===== src/rtl/config_loader.sv =====
// Configuration master: unpacks a framed word stream (header, then N
// address/data pairs) into single-cycle config_addr/config_data write pulses.
// Between pulses the address bus is parked on IDLE_ADDR, which no tile decodes.
module config_loader #(
  parameter logic [31:0] IDLE_ADDR = 32'hFFFF_FFFF,
  parameter logic [15:0] MAGIC     = 16'hC0F1
) (
  input  logic        clk,
  input  logic        reset,
  input  logic        start,
  input  logic [31:0] in_data,
  input  logic        in_valid,
  output logic        in_ready,
  output logic [31:0] config_addr,
  output logic [31:0] config_data,
  output logic        busy,
  output logic        done,
  output logic        error,
  output logic [15:0] writes_issued
);

  typedef enum logic [2:0] {
    S_IDLE, S_HEADER, S_ADDR, S_DATA, S_DONE, S_ERROR
  } state_t;

  state_t      state_q, state_d;
  logic [15:0] rem_q, rem_d;
  logic [31:0] addr_q, addr_d;
  logic [15:0] wcnt_q, wcnt_d;
  logic [31:0] caddr_q, caddr_d;
  logic [31:0] cdata_q, cdata_d;
  logic        xfer;

  // Status and handshake are pure decodes of the current state.
  assign busy          = (state_q == S_HEADER) || (state_q == S_ADDR) ||
                         (state_q == S_DATA);
  assign in_ready      = busy;
  assign done          = (state_q == S_DONE);
  assign error         = (state_q == S_ERROR);
  assign writes_issued = wcnt_q;
  assign config_addr   = caddr_q;
  assign config_data   = cdata_q;
  assign xfer          = in_valid && in_ready;

  // Next-state logic; the write bus defaults back to its parked value every
  // cycle so a pulse lasts exactly one cycle.
  always_comb begin
    state_d = state_q;
    rem_d   = rem_q;
    addr_d  = addr_q;
    wcnt_d  = wcnt_q;
    caddr_d = IDLE_ADDR;
    cdata_d = '0;
    case (state_q)
      S_IDLE, S_DONE, S_ERROR: begin
        if (start) begin
          state_d = S_HEADER;
          wcnt_d  = '0;
        end
      end
      S_HEADER: begin
        if (xfer) begin
          if (in_data[31:16] != MAGIC) begin
            state_d = S_ERROR;
          end else if (in_data[15:0] == 16'd0) begin
            state_d = S_DONE;
          end else begin
            rem_d   = in_data[15:0];
            state_d = S_ADDR;
          end
        end
      end
      S_ADDR: begin
        if (xfer) begin
          addr_d  = in_data;
          state_d = S_DATA;
        end
      end
      S_DATA: begin
        if (xfer) begin
          caddr_d = addr_q;
          cdata_d = in_data;
          // Saturate defensively; with 16-bit N the count cannot exceed 65535.
          wcnt_d  = (wcnt_q == 16'hFFFF) ? wcnt_q : wcnt_q + 16'd1;
          rem_d   = rem_q - 16'd1;
          state_d = (rem_q == 16'd1) ? S_DONE : S_ADDR;
        end
      end
      default: state_d = S_IDLE;
    endcase
  end

  // State and output registers; reset wins over a same-cycle data transfer.
  always_ff @(posedge clk) begin
    if (reset) begin
      state_q <= S_IDLE;
      rem_q   <= '0;
      addr_q  <= '0;
      wcnt_q  <= '0;
      caddr_q <= IDLE_ADDR;
      cdata_q <= '0;
    end else begin
      state_q <= state_d;
      rem_q   <= rem_d;
      addr_q  <= addr_d;
      wcnt_q  <= wcnt_d;
      caddr_q <= caddr_d;
      cdata_q <= cdata_d;
    end
  end

endmodule


===== config.mk =====
export PLATFORM = sky130hd
export DESIGN_NAME = config_loader
export DESIGN_NICKNAME = d
export VERILOG_FILES = /design/src/rtl/config_loader.sv
export SDC_FILE = /design/constraint.sdc
export NUM_CORES = 1
export LEC_CHECK = 0
export CORE_AREA = 2 2 133 135
export CTS_CLUSTER_DIAMETER = 40
export DETAILED_ROUTE_END_ITERATION = 10
export DIE_AREA = 0 0 135 137
export PLACE_DENSITY_LB_ADDON = 0.2
export SYNTH_ARGS = -nofsm -noshare
export SYNTH_HDL_FRONTEND = slang
export SYNTH_SLANG_ARGS = --single-unit
export TNS_END_PERCENT = 30

===== constraint.sdc =====
create_clock -name clk -period 1.9 [get_ports clk]
set_input_delay 0.475 -clock clk [delete_from_list [all_inputs] [get_ports clk]]
set_output_delay 0.475 -clock clk [all_outputs]
set_load 0.03 [all_outputs]

# Word-level counts from Yosys, hierarchy flattened
# Index checks and enable logic that the tools add are counted.
# totals
in_bits	36
register_bits	131
word_cells	55
out_inout_bits	84
# classes
addsub	2
muxes	17
eq_ne	15
reduce_logical	13
bitwise_logic	2
# op_table
operator	count
$mux W16	7
$pmux W16 S2	2
$mux W3	7
$add A16 B1 Y16 const B	1
$eq A16 B1 Y1 const B	1
$eq A16 B16 Y1 const B	1
$logic_not A16 Y1	1
$ne A16 B16 Y1 const B	1
$sub A16 B1 Y16 const B	1
$ne A2 B2 Y1 const B	7
$pmux W3 S4	1
$reduce_and A4 Y1	2
$eq A3 B2 Y1 const B	2
$eq A3 B3 Y1 const B	2
$reduce_or A3 Y1	2
$reduce_and A5 Y1	1
$reduce_bool A2 Y1	2
$eq A3 B1 Y1 const B	1
$logic_not A3 Y1	1
$logic_or A1 B1 Y1	2
$not A1 Y1	2
$reduce_and A2 Y1	1
$logic_and A1 B1 Y1	1

# Depth between registers and ports, before layout
# logic_depth
word_depth	6
depth_mapped	8
depth_no_buf	7

# Worst setup path after synthesis
# Ideal clock, no wire load.
# synth_path
path_kind	reg2reg
startpoint	register wcnt_q[0] (netlist: writes_issued[0])
endpoint	register wcnt_q[10] (netlist: writes_issued[10])
path_buffers	1
required_time_ns	1.830
period_less_slack_ns	2.066
setup_slack_ns	-0.166
t_arrival_ns	1.996
setup_ns	0.070
path_stages_with_launch	7
cell_sequence	dfxtp_1 > ha_1 > and2_1 > or4b_1 > clkbuf_1 > or3_1 > a21oi_1
# synth_between
elab_chain_len	4
elab_cells_between_ends	7
cone_classes	add/sub: 1; eq/ne: 2; mux: 3; reduce/logical: 1
# synth_rtl
item	line_no	source
start, declared	29	logic [15:0] wcnt_q, wcnt_d;
start signal, assigned	106	wcnt_q <= wcnt_d;
$add A16 B1 Y16	84	wcnt_d = (wcnt_q == 16'hFFFF) ? wcnt_q : wcnt_q + 16'd1;
$mux W16	84	
$mux W16	80	if (xfer) begin
$pmux W16 S2	54	case (state_q)
# Parallel ways exist; a longest one is shown, timed or not. The select of a mux whose other input is x is not followed.
# A chain may end at the register's enable or synchronous reset.

# Worst setup path in the final report
# layout_path
startpoint	register caddr_q[15] (netlist: config_addr[15])
endpoint	output port config_addr[15]
# layout_lines
item	line_no	source
start, declared	30	logic [31:0] caddr_q, caddr_d;
start signal, assigned	107	caddr_q <= caddr_d;
end, declared	14	output logic [31:0] config_addr,
# No word-level cell between the ends.

==> run metrics <==
post-synth cell types=47; PD cells=a little under 800 mW/mm2; hold wc startpoint=in_data[26]; filler cell count in the final layout=1675; htree depth=4; Slew @ Worst Pin=0.607 ns; CTS tree=done; Net count, final=796; Worst slew margin=between 50% and 60%; Hold Path Class=in -> reg; # hold bufs at CTS=0; status=finished clean; Final Util=46.6%; # setup viols final=0; max-cap violations=0; VDD IR max=662 uV; Die H=137 um; CP Buf/Inv Count=1; GRT Residual Overflow=0; max incr delay on CP=roughly 0.67 ns; Area after DPL=0.00704 mm2; YS warnings=0; Top Family by Delay on Critical Path=buffers and inverters; GRT Overall Usage=between 10% and 20%; Critical Path AT=1.39 ns; Post-Syn Area=0.00505 mm2; global-route wire length before repair=between 20 and 25 mm; post-synthesis sequential area ratio=51.9%; Post-synth EDFFs=0; vias in the first global route=4736; final setup margin=0.0361 ns; Peak Freq=0.537 GHz; Die ar.=0.0185 mm2; Sequential Power Share=44.2%; core footprint=0.0171 mm2; power share of the combinational group=8.2%; Clk pwr share=47.6%; RR Startpoint=state_q[2]; worst flop-to-flop path endpoint=writes_issued[10]; Bufs on Longest Clock Path=2; Starting Density=between 20 and 30%; Syn-to-layout area delta=57.6%; Cell Rows=48; hold endpoint=config_data[26]; most frequent cells in the layout=122 x dfxtp_1, 83 x nand2_1, 80 x buf_4; most common cell after layout, fill and taps aside=dfxtp_1; TritonCTS buffer count=17; Synth Net Count=608; Async SR Flop Fraction=0%; Buffers on Ports=119; CP Capture Type=primary output; Switching Share=23.9%; top_reg_cell synth=dfxtp_1; largest net degree at the start of global routing=36; critical path class=reg -> out; Synth Register Bits=roughly 130; Internal Pwr Total=4.78 mW; total clock sinks=between 100 and 150; CTS root buffer=clkbuf_16; critical-path maximum fanout=1; clock skew=0.00766 ns; drt pass-1 iters=4; sequence of cells on the critical path=clkdlybuf4s50_1; Antenna Diode Count=0; routed wire length=15.4 mm; clock period minus worst slack=1.86 ns; dpl hpwl=10.6 mm; clock-pin transition on the worst setup and hold timing paths=0.06 ns; antenna violations before repair=0; pre-CTS WS=-0.981 ns; CP startpoint kind=flop; Data required, critical path=1.42 ns; FF-to-FF setup slack=0.05 ns; share of cells above drive strength 1=23.5%; leakage=between 3 and 4 nW; final worst path period share=98.1%; vias per cell=just under 5; Synth Area per Inst=8.87 um2; RePlAce Congestion=0.789; Power Total=6.29 mW; routed length per instance=15.5 um; final instance area=0.00796 mm2; Hold Path Stages=2; Syn Inst Count=approximately 570; IO Count=120; Max Slew Vio Count=0; worst skew pair latency=0.42 ns; Routed Antenna Nets=0; switching pwr=1.50 mW; number of remaining DRC errors=0; Crit-path slowest cell=clkdlybuf4s50_1; R2R depth=5; detailed-route via count=4851; final hold vios=0; DR iter-0 viols=between 200 and 250; chip width=135 um
[flip-flops by register name, summed over array words and instances, names as in the netlist]
register,flops
config_addr,32
writes_issued,16
addr_q,32
config_data,32
rem_q,16
state_q,3
[metal layers]
layer / vias to the layer above / wire length [um] / GRT usage, %
li1: 2416 / - / -
met1: 2305 / 7150 / 22.7
met2: 118 / 7340 / 27.3
met3: 12 / 768 / 3.93
met4: 0 / 190 / 6.48
met5: - / 0 / 0
[cells in the mapped netlist (7+ instances only)]
library cell  count  share of area (%)
dfxtp_1         131                 52
nand2_1          84                6.2
a21oi_1          70                6.9
or3_1            41                5.1
and2_1           34                4.2
clkbuf_1         32                2.4
nor2_1           20                1.5
nor3_1           14                1.4
o21ai_0          14                1.4
o31ai_1          14                2.1
nand3_1          10               0.99
nor4_1           10                1.2
o311ai_0          8                1.4
or4_1             7                1.0
[kinds of logic (layout without fill, tap and decap cells)]
group,Yosys count,in the layout,synth area share (%)
simple gates,253,253,26.7
compound gates,134,135,16.4
flops,131,131,51.9
buf+inv,45,244,3.74
fa+ha+maj,3,3,0.743
mux,2,2,0.396
xor+xnor,1,1,0.173
[power by group through the flow]
stage	Sequential [mW]	Combinational [mW]	Clock, mW
after detailed placement	2.84	0.458	0
after global placement	2.84	0.452	0
final	2.78	0.515	2.99
after CTS	2.78	0.491	3.05
after floorplan	2.83	0.186	0
after global routing	2.78	0.551	3.20
[repair_timing]
action / CTS / global route
endpoints found under the hold margin: 0 / 0
gates cloned: 2 / 0
buffers inserted: 4 / 3
gates resized for setup: 88 / 82
pin swaps: 16 / 17
setup endpoints to repair: 62 / 60
[layout make-up]
| cell class | count | area, um2 | area share, % |
|---|---|---|---|
| repair buffers | 207 | 1960 | 24.7 |
| flip-flops and latches | 131 | 2640 | 33.2 |
| inverters | 6 | 22.5 | 0.283 |
| clock buffers | 18 | 429 | 5.39 |
| well taps | 225 | 282 | 3.54 |
| multi-input cells | 394 | 2510 | 31.5 |
| clock inverters | 13 | 113 | 1.42 |
[how the worst max path moves through the flow]
stage | start | endpoint | slack (ns) | cells after the start
4_1_cts | state_q[1] | in_ready | -0.03 | 4
6_report | config_addr[15] | config_addr[15] | 0.04 | 1
3_3_place_gp | in_data[11] | rem_q[7] | -0.89 | 7
5_1_grt | state_q[0] | writes_issued[10] | -0.01 | 5
2_1_floorplan | in_valid | writes_issued[10] | -0.05 | 7
3_5_place_dp | in_data[11] | rem_q[7] | -0.98 | 7
[stage by stage]
stage          std cells  TNS, ns  hold slack [ns]
2_1_floorplan        569   -0.236            0.415
3_3_place_gp         955   -40.64            0.420
3_5_place_dp         955   -43.16            0.429
4_1_cts              991  -0.0321            0.405
5_1_grt              994  -0.0253            0.304
6_report             994        0            0.313
No activity file was read; power rests on OpenSTA's default activity.
